File: src/rtl/dithered_pixel_tx.sv
// Frame readback: fetches binary pixels from SRAM, packs eight per byte and serves them as an SPI mode-0 slave.
// Optional build macro DITHER_TX_CHECKSUM_EN appends an XOR checksum byte after the last pixel byte.
module dithered_pixel_tx #(
    parameter int IMAGEX           = 64,
    parameter int IMAGEY           = 64,
    parameter int IMAGE_SIZE       = IMAGEX * IMAGEY,
    parameter int IMAGE_ADDR_WIDTH = $clog2(IMAGE_SIZE),
    parameter int RGB_SIZE         = 8
) (
    input  logic                        clk,
    input  logic                        rst,
    input  logic                        start,
    output logic                        rd_en,
    output logic [IMAGE_ADDR_WIDTH-1:0] rd_addr,
    input  logic [RGB_SIZE-1:0]         rd_data,
    input  logic                        spi_sclk,
    input  logic                        spi_cs_n,
    output logic                        spi_miso,
    output logic                        tx_rdy,
    output logic                        busy,
    output logic                        tx_done
);

    localparam int NUM_BYTES = IMAGE_SIZE / 8;
`ifdef DITHER_TX_CHECKSUM_EN
    localparam int TOTAL_BYTES = NUM_BYTES + 1;
`else
    localparam int TOTAL_BYTES = NUM_BYTES;
`endif
    localparam int BW = $clog2(TOTAL_BYTES + 1);

    typedef enum logic [2:0] {IDLE, FETCH, LOAD, SHIFT, DONE} state_t;

    state_t                      state_q, state_d;
    logic [BW-1:0]               byte_idx, next_idx;
    logic [3:0]                  bit_cnt;
    logic [2:0]                  fetch_cnt;
    logic [7:0]                  hold_reg, shift_reg, byte_save, load_src;
    logic                        hold_valid, rd_en_d, cap_last, hold_ready;
    logic                        fetch_go, start_go, byte_done, more_pixels;
    logic [IMAGE_ADDR_WIDTH-1:0] fetch_base;
    logic [2:0]                  sclk_sr, cs_sr;
    logic                        sclk_rise, sclk_fall, cs_rise, cs_fall, cs_low;
    logic                        unused_bits;
`ifdef DITHER_TX_CHECKSUM_EN
    logic [7:0]                  csum;
`endif

    assign unused_bits = ^rd_data[RGB_SIZE-2:0];

    assign next_idx    = byte_idx + 1'b1;
    assign more_pixels = (next_idx < BW'(NUM_BYTES));
    assign cap_last    = rd_en_d & ~rd_en;
    assign hold_ready  = hold_valid | cap_last;
    assign byte_done   = (state_q == SHIFT) && (bit_cnt == 4'd8);

    // sr[1] is the synchronised level, sr[2] its previous value
    assign sclk_rise = sclk_sr[1] & ~sclk_sr[2];
    assign sclk_fall = ~sclk_sr[1] & sclk_sr[2];
    assign cs_fall   = ~cs_sr[1] & cs_sr[2];
    assign cs_rise   = cs_sr[1] & ~cs_sr[2];
    assign cs_low    = ~cs_sr[1];

    assign busy    = (state_q == FETCH) || (state_q == LOAD) || (state_q == SHIFT);
    assign tx_done = (state_q == DONE);

    always_comb begin
        load_src = hold_reg;
`ifdef DITHER_TX_CHECKSUM_EN
        if (byte_idx == BW'(NUM_BYTES)) load_src = csum;
`endif
    end

    always_ff @(posedge clk or posedge rst) begin
        if (rst) state_q <= IDLE;
        else     state_q <= state_d;
    end

    // NOTE: every output of this block gets a default first so no path leaves it unassigned (no latch).
    always_comb begin
        state_d    = state_q;
        fetch_go   = 1'b0;
        start_go   = 1'b0;
        fetch_base = '0;
        case (state_q)
            IDLE, DONE: if (start) begin
                state_d  = FETCH;
                start_go = 1'b1;
                fetch_go = 1'b1;
            end
            FETCH: if (hold_ready) state_d = LOAD;
            LOAD: begin
                state_d = SHIFT;
                if (more_pixels) begin
                    fetch_go   = 1'b1;
                    fetch_base = IMAGE_ADDR_WIDTH'({next_idx, 3'b000});
                end
            end
            SHIFT: if (byte_done) begin
                if (next_idx == BW'(TOTAL_BYTES)) state_d = DONE;
`ifdef DITHER_TX_CHECKSUM_EN
                else if (next_idx == BW'(NUM_BYTES)) state_d = LOAD;
`endif
                else if (hold_ready) state_d = LOAD;
                else                 state_d = FETCH;
            end
            default: state_d = IDLE;
        endcase
    end

    // NOTE: sequential state uses non-blocking assignments only; later statements in this block take priority.
    always_ff @(posedge clk or posedge rst) begin
        if (rst) begin
            sclk_sr    <= '0;
            cs_sr      <= '1;
            rd_en      <= 1'b0;
            rd_en_d    <= 1'b0;
            rd_addr    <= '0;
            fetch_cnt  <= '0;
            hold_reg   <= '0;
            hold_valid <= 1'b0;
            byte_idx   <= '0;
            bit_cnt    <= '0;
            shift_reg  <= '0;
            byte_save  <= '0;
            spi_miso   <= 1'b0;
            tx_rdy     <= 1'b0;
`ifdef DITHER_TX_CHECKSUM_EN
            csum       <= '0;
`endif
        end else begin
            sclk_sr <= {sclk_sr[1:0], spi_sclk};
            cs_sr   <= {cs_sr[1:0], spi_cs_n};
            rd_en_d <= rd_en;

            // Fetch sequencer: 8 reads, each pixel bit captured one clk after its read
            if (fetch_go) begin
                rd_en     <= 1'b1;
                rd_addr   <= fetch_base;
                fetch_cnt <= '0;
            end else if (rd_en) begin
                fetch_cnt <= fetch_cnt + 1'b1;
                if (fetch_cnt == 3'd7) rd_en   <= 1'b0;
                else                   rd_addr <= rd_addr + 1'b1;
            end
            if (rd_en_d)  hold_reg   <= {hold_reg[6:0], rd_data[RGB_SIZE-1]};
            if (cap_last) hold_valid <= 1'b1;

            if (byte_done) byte_idx <= next_idx;
            if (byte_done && state_d == DONE) tx_rdy <= 1'b0;
            if (start_go) begin
                byte_idx   <= '0;
                hold_valid <= 1'b0;
                bit_cnt    <= '0;
`ifdef DITHER_TX_CHECKSUM_EN
                csum       <= '0;
`endif
            end

            if (state_q == LOAD) begin
                shift_reg  <= load_src;
                byte_save  <= load_src;
                bit_cnt    <= '0;
                hold_valid <= 1'b0;
                tx_rdy     <= 1'b1;
                spi_miso   <= cs_low & load_src[7];
`ifdef DITHER_TX_CHECKSUM_EN
                if (byte_idx < BW'(NUM_BYTES)) csum <= csum ^ hold_reg;
`endif
            end else if (!tx_rdy) begin
                spi_miso <= 1'b0;
            end else if (cs_rise) begin
                // Aborted mid-byte: rewind so the whole byte is resent on the next CS
                spi_miso <= 1'b0;
                if (bit_cnt != 4'd0 && bit_cnt != 4'd8) begin
                    bit_cnt   <= '0;
                    shift_reg <= byte_save;
                end
            end else if (cs_fall) begin
                if (bit_cnt != 4'd8) begin
                    spi_miso <= shift_reg[7];
                    bit_cnt  <= '0;
                end
            end else if (cs_low) begin
                if (sclk_rise && bit_cnt < 4'd8) bit_cnt <= bit_cnt + 1'b1;
                if (sclk_fall && bit_cnt != 4'd0 && bit_cnt < 4'd8) begin
                    shift_reg <= {shift_reg[6:0], 1'b0};
                    spi_miso  <= shift_reg[6];
                end
            end else begin
                spi_miso <= 1'b0;
            end
        end
    end

endmodule
File: config.mk
export PLATFORM = sky130hd
export DESIGN_NAME = dithered_pixel_tx
export DESIGN_NICKNAME = d
export VERILOG_FILES = /design/src/rtl/dithered_pixel_tx.sv
export SDC_FILE = /design/constraint.sdc
export NUM_CORES = 1
export LEC_CHECK = 0
export CAP_MARGIN = 10
export CORE_MARGIN = 2
export CORE_UTILIZATION = 58
export CTS_CLUSTER_DIAMETER = 60
export DETAILED_ROUTE_END_ITERATION = 8
export PLACE_DENSITY_LB_ADDON = 0.3
export SYNTH_ARGS = -nofsm -noshare
export SYNTH_HDL_FRONTEND = slang
export SYNTH_SLANG_ARGS = --single-unit
File: constraint.sdc
create_clock -name clk -period 2.6 [get_ports clk]
set_input_delay 0.39 -clock clk [delete_from_list [all_inputs] [get_ports clk]]
set_output_delay 0.39 -clock clk [all_outputs]
set_load 0.01 [all_outputs]
* After elaboration in Yosys (flattened, before gate mapping)
Cells that the tools add are included.
** Storage, ports and cells
- Flip-flop bits (word level) :: 67
- Bits of input ports :: 13
- Output and inout bits :: 17
** Operators by class
- Add/sub/neg operators :: 4
- $lt $le $gt $ge :: 2
- Eq/ne operators :: 15
- Multiplexer cells :: 50
- Bitwise gates (word level) :: 12
- Reductions and logical operators :: 20
** Operators with widths (count)
- 12-bit 2-to-1 mux :: 5
- 8-bit 2-to-1 mux :: 7
- 4-bit 2-to-1 mux :: 9
- 10-bit 2-to-1 mux :: 2
- 1-bit 2-to-1 mux :: 18
- 3-bit 2-to-1 mux :: 6
- 12-bit by 1-bit adder with 12-bit output (second input constant) :: 1
- 3-bit one-hot mux with 4 select lines :: 1
- 10-bit by 1-bit adder with 10-bit output (second input constant) :: 1
- 10-bit equality test (second input constant) :: 1
- 10-bit less-than comparator (second input constant) :: 1
- 3-bit equality test (second input constant) :: 3
- 2-bit nonzero test :: 4
- 1-bit AND :: 6
- 3-bit by 2-bit equality test with 1-bit output (second input constant) :: 2
- 1-bit logical AND :: 6
- 3-bit by 1-bit != test with 1-bit output (second input constant) :: 2
- 6-bit by 1-bit != test with 1-bit output (second input constant) :: 1
- 3-bit nonzero test :: 2
- 5-bit by 3-bit != test with 1-bit output (second input constant) :: 1
- 1-bit inverter :: 5
- 5-bit AND reduction :: 1
- 4-bit by 1-bit adder with 4-bit output (second input constant) :: 1
- 4-bit equality test (second input constant) :: 1
- 14 further kinds :: 16

* Longest topological paths before layout
Gate-level depths: netlist (run 1).
- Word-level depth :: 11
- Mapped depth :: 9
- Mapped depth without buffers :: 7

* Worst setup path before layout (run 1)
No wires, ideal clock.
- Path kind :: register to register
- Start point :: register cs_sr[2]
- End point :: register shift_reg[0]
- Setup time :: 0.134 ns
- Data arrival time :: 1.731 ns
- Data required time :: 2.466 ns
- Slack :: 0.735 ns
- Cell stages (with the launch flop) :: 8
- Path buffers :: 1
- Clock period less this slack :: 1.865 ns
- Cell sequence :: dfstp_2 inv_1 ha_1 o2111ai_1 clkbuf_1 nor2_1 a21oi_1 o21ai_0
** Between the ends
- Longest elaborated chain between the ends :: 5
- Elaborated cells between the ends (all ways) :: 11
- Classes of those cells :: eq/ne: 3; mux: 3; bitwise: 3; reduce/logical: 2
** RTL lines
- from (decl) :: RTL line 42 : logic [2:0] sclk_sr, cs_sr;
- from (signal assigned) :: RTL line 133 : cs_sr <= {cs_sr[1:0], spi_cs_n};
- 1-bit inverter :: RTL line 61 : assign cs_rise = cs_sr[1] & ~cs_sr[2];
- 1-bit AND :: RTL line 61
- 8-bit 2-to-1 mux :: RTL line 172 : end else if (cs_rise) begin
- 8-bit 2-to-1 mux :: RTL line 170 : end else if (!tx_rdy) begin
- 8-bit 2-to-1 mux :: RTL line 160 : if (state_q == LOAD) begin
- to (signal assigned) :: RTL line 161 : shift_reg <= load_src;
- to (signal assigned) :: RTL line 177 : shift_reg <= byte_save;
- to (signal assigned) :: RTL line 187 : shift_reg <= {shift_reg[6:0], 1'b0};
- to (decl) :: RTL line 38 : logic [7:0] hold_reg, shift_reg, byte_save, load_src;
Several ways; a longest one is shown, not always the timed one. The select of a mux whose other input is x is not followed.
A chain may end at the register's enable or synchronous reset.

* Final worst setup path (run 1)
- Start point :: register state_q[0]
- End point :: output port tx_done
** Between the ends
- Longest elaborated chain between the ends :: 1
** RTL lines
- from (decl) :: RTL line 34 : state_t state_q, state_d;
- from (signal assigned) :: RTL line 76 : else state_q <= state_d;
- 3-bit equality test :: RTL line 65 : assign tx_done = (state_q == DONE);
- to (decl) :: RTL line 21 : output logic tx_done
No other way between the ends.

==> results_dict.tcl, run 1 <==
set metrics [dict create \
    status "complete, no violations" \
    fin_skew_ns 0.00728 \
    start_util_pct 59.1 \
    worstSetupPathType "reg2out" \
    worstPathRequired_ns 2.21 \
    wirelength_mm 7.02 \
    place_congestion 0.816 \
    post-route-period-util_pct 82.9 \
    cp-end-kind "primary output" \
    synth-seq-cells 67 \
    rr_endpoint "rd_addr[6]$_DFFE_PP0P_" \
    cp-start-kind "flop" \
    vias 2677 \
    rsz0062_at_grt "false" \
    crit_end "tx_done" \
    synth-edff-count 0 \
    min_from "cs_sr[0]$_DFF_PP1_" \
    grt_pass1_wl_mm 11.9 \
    top_register "rd_addr" \
    cts_repair_resize_count 0 \
    clk_path_buf_depth 2 \
    drt_iter0_drc 157 \
    setup_viol 0 \
    drv_cap 0 \
    synthesis.area_um2 3460 \
    slew_violations 0 \
    cellLeakagePower_nw 1.71 \
    wl_per_cell_um 15.4 \
    synth_seq_area_share_pct 48.6 \
    preCtsSetupSlack_ns 0.522 \
    fmax_mhz 464 \
    final_nets 400 \
    hold_path_class "reg2reg" \
    tightestPinTransition_ns 0.620 \
    firstDrtPassIters 4 \
    fin_setup_tns_ns 0 \
    vdd_drop_max_mv 0.561 \
    slew-limit-headroom_pct 58.5 \
    cts_hold_buf 0 \
    period_needed_ns 2.16 \
    dp_hpwl_mm 4.69 \
    grt_max_degree 68 \
    ant_nets 0 \
    die-area_um2 6590 \
    cts_tree "yes" \
    grt.total_usage_pct 23.8 \
    synth_cell_types 57 \
    io_pins 30 \
    hold_viol 0 \
    htree_levels 3 \
    gr-total-overflow 0 \
    path_max_fanout 8 \
    clkLatencyLatePin_ns 0.35 \
    crit_start "state_q[0]$_DFF_PP0_" \
    reg2regPathDepth 4 \
    synthArstFlopShare_pct 100 \
    core_area_um2 5850 \
    largestRegisters "rd_addr x12, byte_idx x10" \
    drc 0 \
    grt_pass1_vias 2566 \
    post_cts_buffers 0 \
    worstPathArrival_ns 1.77 \
    synth_cells 355 \
    clock_sinks 67 \
    cts-buffers-inserted 9 \
    rr_startpoint "state_q[2]$_DFF_PP0_" \
    die_w_um 81.2 \
    layout-drive-gt1-share_pct 12.3 \
    routed_via_density 5.86 \
    largest_reg_flops 12 \
    rows 28 \
    power_density_nw_per_um2 846 \
    antenna_found_initial 0 \
    clockRootBuffer "clkbuf_8" \
    clkTransAtPathRegs_ns 0.07 \
    port_buffers 22 \
    die_y_um 81.2 \
    r2r_slack_ns 0.51 \
    areaGrowthSynthToFinish_pct 14.4 \
    synth_nets 377 \
    diodes 0 \
    synth_flop_cell "dfrtp_1" \
    yosysWarnings 0 \
    avgSynthCellArea_um2 9.74 \
    finalWorstSetupSlack_ns 0.444 \
]
[Yosys cell counts, types with 2 or more instances]
master / n / area [um^2]
dfrtp_1: 64 / 1600
nand2b_1: 2 / 12.5
xor2_1: 3 / 26.3
nor2b_1: 3 / 18.8
mux2i_1: 11 / 110
o21ai_0: 25 / 125
nand4b_1: 2 / 17.5
nand3_1: 11 / 55.1
mux2_2: 8 / 90.1
and3_1: 2 / 12.5
clkbuf_1: 12 / 45.0
nor3_1: 7 / 35.0
buf_2: 4 / 20.0
inv_1: 7 / 26.3
xnor2_1: 13 / 114
ha_1: 9 / 113
and2_1: 4 / 25.0
a21oi_1: 21 / 105
nand4_1: 9 / 56.3
nor3b_1: 2 / 15.0
and3b_1: 3 / 26.3
o31ai_1: 6 / 45.0
nand2_1: 58 / 218
dfstp_2: 3 / 78.8
or2_2: 2 / 12.5
o2111ai_1: 3 / 26.3
and4b_1: 2 / 20.0
nor2_1: 30 / 113
[stage by stage]
step	hold slack [ns]	utilization (%)	power (mW)	area [um^2]	instances
2_1_floorplan	0.331	-	2.18	3460	355
3_3_place_gp	0.337	64.3	2.48	3760	442
3_5_place_dp	0.339	64.3	2.53	3760	442
5_1_grt	0.357	67.6	3.57	3960	457
4_1_cts	0.355	67.6	3.37	3960	457
6_report	0.351	67.6	3.35	3960	457
[cell type report]
cell class	count	area [um^2]
Clock buffer	9	124
Clock inverter	6	67.6
Fill cell	439	1900
Inverter	7	26.3
Multi-Input combinational cell	262	1660
Sequential cell	67	1680
Tap cell	75	93.8
Timing Repair Buffer	31	300
[layer usage]
layer / vias up / track usage [%] / wire [um]
li1: 1294 / - / -
met2: 51 / 38.4 / 3480
met3: 9 / 6.11 / 255
met5: - / 0 / 0
met4: 0 / 7.80 / 80
met1: 1323 / 31.4 / 3210
[cell usage in the layout (no fill, tap or decap), types with 4 or more instances in the layout]
cell | Yosys | routed
a21oi_1 | 21 | 21
and2_1 | 4 | 4
buf_4 | 1 | 8
clkbuf_8 | 0 | 9
clkdlybuf4s50_1 | 0 | 22
dfrtp_1 | 64 | 64
ha_1 | 9 | 9
inv_1 | 7 | 6
mux2_2 | 8 | 8
mux2i_1 | 11 | 11
nand2_1 | 58 | 58
nand3_1 | 11 | 11
nand4_1 | 9 | 9
nor2_1 | 30 | 30
nor3_1 | 7 | 7
o21ai_0 | 25 | 25
o31ai_1 | 6 | 6
xnor2_1 | 13 | 13
[cells by family (layout without fill, tap and decap cells)]
family,Yosys count,in the layout,synth area share [%]
adder cells (fa/ha/maj),9,9,3.26
AND/OR/NAND/NOR,150,150,22.7
buffers and inverters,26,53,3.29
multiplexers,19,19,5.79
XOR/XNOR,16,16,4.05
AO/OA/AOI/OAI,68,68,12.3
flip-flops,67,67,48.6
[worst min path at each step]
| stage | to | slack [ns] | depth (start not counted) |
|---|---|---|---|
| 3_5_place_dp | sclk_sr[1]$_DFF_PP0_ | 0.34 | 0 |
| 3_3_place_gp | sclk_sr[1]$_DFF_PP0_ | 0.34 | 0 |
| 2_1_floorplan | sclk_sr[1]$_DFF_PP0_ | 0.33 | 0 |
| 6_report | cs_sr[1]$_DFF_PP1_ | 0.35 | 0 |
| 4_1_cts | cs_sr[1]$_DFF_PP1_ | 0.35 | 0 |
| 5_1_grt | cs_sr[1]$_DFF_PP1_ | 0.36 | 0 |
[worst max-delay path, cell delays in order, from the launching register on]
cell and delay [ns]:
dfrtp_1 0.46, nor2_1 0.26, and2_1 0.17, clkdlybuf4s50_1 0.53
[power by group]
part / internal [mW] / switching [mW] / total, mW / leakage (nW)
Sequential: 1.37 / 0.307 / 1.67 / 0.836
Combinational: 0.476 / 0.361 / 0.837 / 0.784
Clock: 0.438 / 0.399 / 0.837 / 0.0913
Total: 2.28 / 1.07 / 3.35 / 1.71
Note: power is estimated with default switching activity, not from simulation.
==> run 2, diff against run 1 <==
- CORE_UTILIZATION: 58 -> 52
- clock period: 2.6 -> 1.95 ns (I/O delays scaled with it)
==> run 2 against run 1 <==
Against the previous run: via count grew 1.8%; largest power group unchanged; worst setup slack lost 0.36 ns; die area grew 11%.
==> results_dict.tcl, run 2 (same netlist as run 1, synthesis figures left out) <==
set metrics [dict create \
    clkTransAtPathRegs_ns 0.08 \
    drv_cap 0 \
    die_w_um 85.5 \
    die_y_um 85.5 \
    firstDrtPassIters 4 \
    worstPathArrival_ns 1.57 \
    wl_per_cell_um 15.0 \
    antenna_found_initial 0 \
    start_util_pct 54.1 \
    grt_pass1_wl_mm 12.4 \
    io_pins 30 \
    ant_nets 0 \
    cp-start-kind "flop" \
    rsz0062_at_grt "false" \
    htree_levels 3 \
    finalWorstSetupSlack_ns 0.0875 \
    place_congestion 0.840 \
    clkLatencyLatePin_ns 0.35 \
    status "complete, no violations" \
    tightestPinTransition_ns 0.407 \
    post_cts_buffers 0 \
    multiInputGateArea_um2 1680 \
    crit_end "busy" \
    dp.cells 468 \
    cp-end-kind "primary output" \
    areaGrowthSynthToFinish_pct 21.2 \
    die-area_um2 7320 \
    clockRootBuffer "clkbuf_8" \
    rr_endpoint "state_q[1]$_DFF_PP0_" \
    clk_path_buf_depth 2 \
    cts_tree "yes" \
    largest_reg_flops 12 \
    slew-limit-headroom_pct 72.9 \
    cts_hold_buf 0 \
    rows 29 \
    fin_setup_tns_ns 0 \
    largestRegisters "rd_addr x12, byte_idx x10" \
    gr-total-overflow 0 \
    worstSetupPathType "reg2out" \
    fin_skew_ns 0.00869 \
    final_nets 424 \
    finalNonFillerCells 484 \
    vdd_drop_max_mv 0.846 \
    crit_start "state_q[2]$_DFF_PP0_" \
    diodes 0 \
    core_area_um2 6390 \
    port_buffers 22 \
    vias 2724 \
    setup_viol 0 \
    path_max_fanout 9 \
    power_density_nw_per_um2 1130 \
    post-route-period-util_pct 95.5 \
    top_register "rd_addr" \
    grt.total_usage_pct 21.5 \
    rr_startpoint "byte_idx[0]$_DFFE_PP0P_" \
    wirelength_mm 7.28 \
    reg2regPathDepth 6 \
    worstPathRequired_ns 1.66 \
    fillers 511 \
    hold_path_class "in2reg" \
    drt_iter0_drc 80 \
    cts-buffers-inserted 9 \
    final_common_cell "dfrtp_1" \
    r2r_slack_ns 0.11 \
    drc 0 \
    regArea_um2 1680 \
    min_from "spi_cs_n" \
    fmax_mhz 537 \
    slew_violations 0 \
    grt_max_degree 68 \
    hold_viol 0 \
    layout-drive-gt1-share_pct 18.4 \
    routed_via_density 5.63 \
    grt_pass1_vias 2649 \
    period_needed_ns 1.86 \
    preCtsSetupSlack_ns 0.122 \
    cellLeakagePower_nw 1.85 \
    clock_sinks 67 \
    final_cell_mix "63 x dfrtp_1, 58 x nand2_1, 32 x buf_4, 29 x nor2_1, 25 x o21ai_0" \
    dp_hpwl_mm 4.89 \
]
-- run 2: worst min-delay path by stage --
stage / slack (ns) / endpoint / depth (start not counted)
floorplan: 0.30 / cs_sr[0]$_DFF_PP1_ / 0
global placement: 0.34 / sclk_sr[1]$_DFF_PP0_ / 0
detailed placement: 0.35 / sclk_sr[1]$_DFF_PP0_ / 0
CTS: 0.34 / cs_sr[0]$_DFF_PP1_ / 1
global route: 0.33 / cs_sr[0]$_DFF_PP1_ / 1
finish: 0.34 / cs_sr[0]$_DFF_PP1_ / 1
-- run 2: timing repair --
| action | CTS | global route |
|---|---|---|
| pin swaps | 0 | 0 |
| setup endpoints to repair | 1 | 4 |
| gates resized for setup | 4 | 2 |
-- run 2: metal layers --
metal | global-route usage, % | up-vias | wire [um]
li1 | - | 1341 | -
met3 | 5.29 | 12 | 191
met2 | 33.6 | 35 | 3430
met4 | 7.94 | 0 | 124
met1 | 29.3 | 1336 | 3540
met5 | 0 | - | 0
-- run 2: where the power goes --
| part | leakage, nW | total [mW] | internal, mW | switching (mW) |
|---|---|---|---|---|
| logic | 0.906 | 1.21 | 0.675 | 0.536 |
| clock network | 0.110 | 1.32 | 0.762 | 0.554 |
| registers | 0.836 | 2.20 | 1.82 | 0.380 |
-- run 2: area by class of cell --
type / instances / area share [%]
inverters: 7 / 0.717
well taps: 77 / 2.30
clock buffers: 11 / 3.37
multi-input cells: 262 / 40.0
flip-flops and latches: 67 / 40.1
clock inverters: 5 / 2.03
repair buffers: 55 / 11.4
-- run 2: through the flow --
step	power (mW)	cell area [um^2]	hold WS, ns	util, %
2_1_floorplan	2.91	3460	0.297	-
3_3_place_gp	3.37	3950	0.335	61.9
3_5_place_dp	3.44	3950	0.346	61.9
4_1_cts	4.76	4180	0.338	65.5
5_1_grt	5.02	4190	0.334	65.6
6_report	4.73	4190	0.342	65.6
-- run 2: critical path: stages, from the launching register on --
cell,delay [ns]
dfrtp_1,0.38
buf_4,0.16
nor2_1,0.13
clkdlybuf4s50_1,0.55
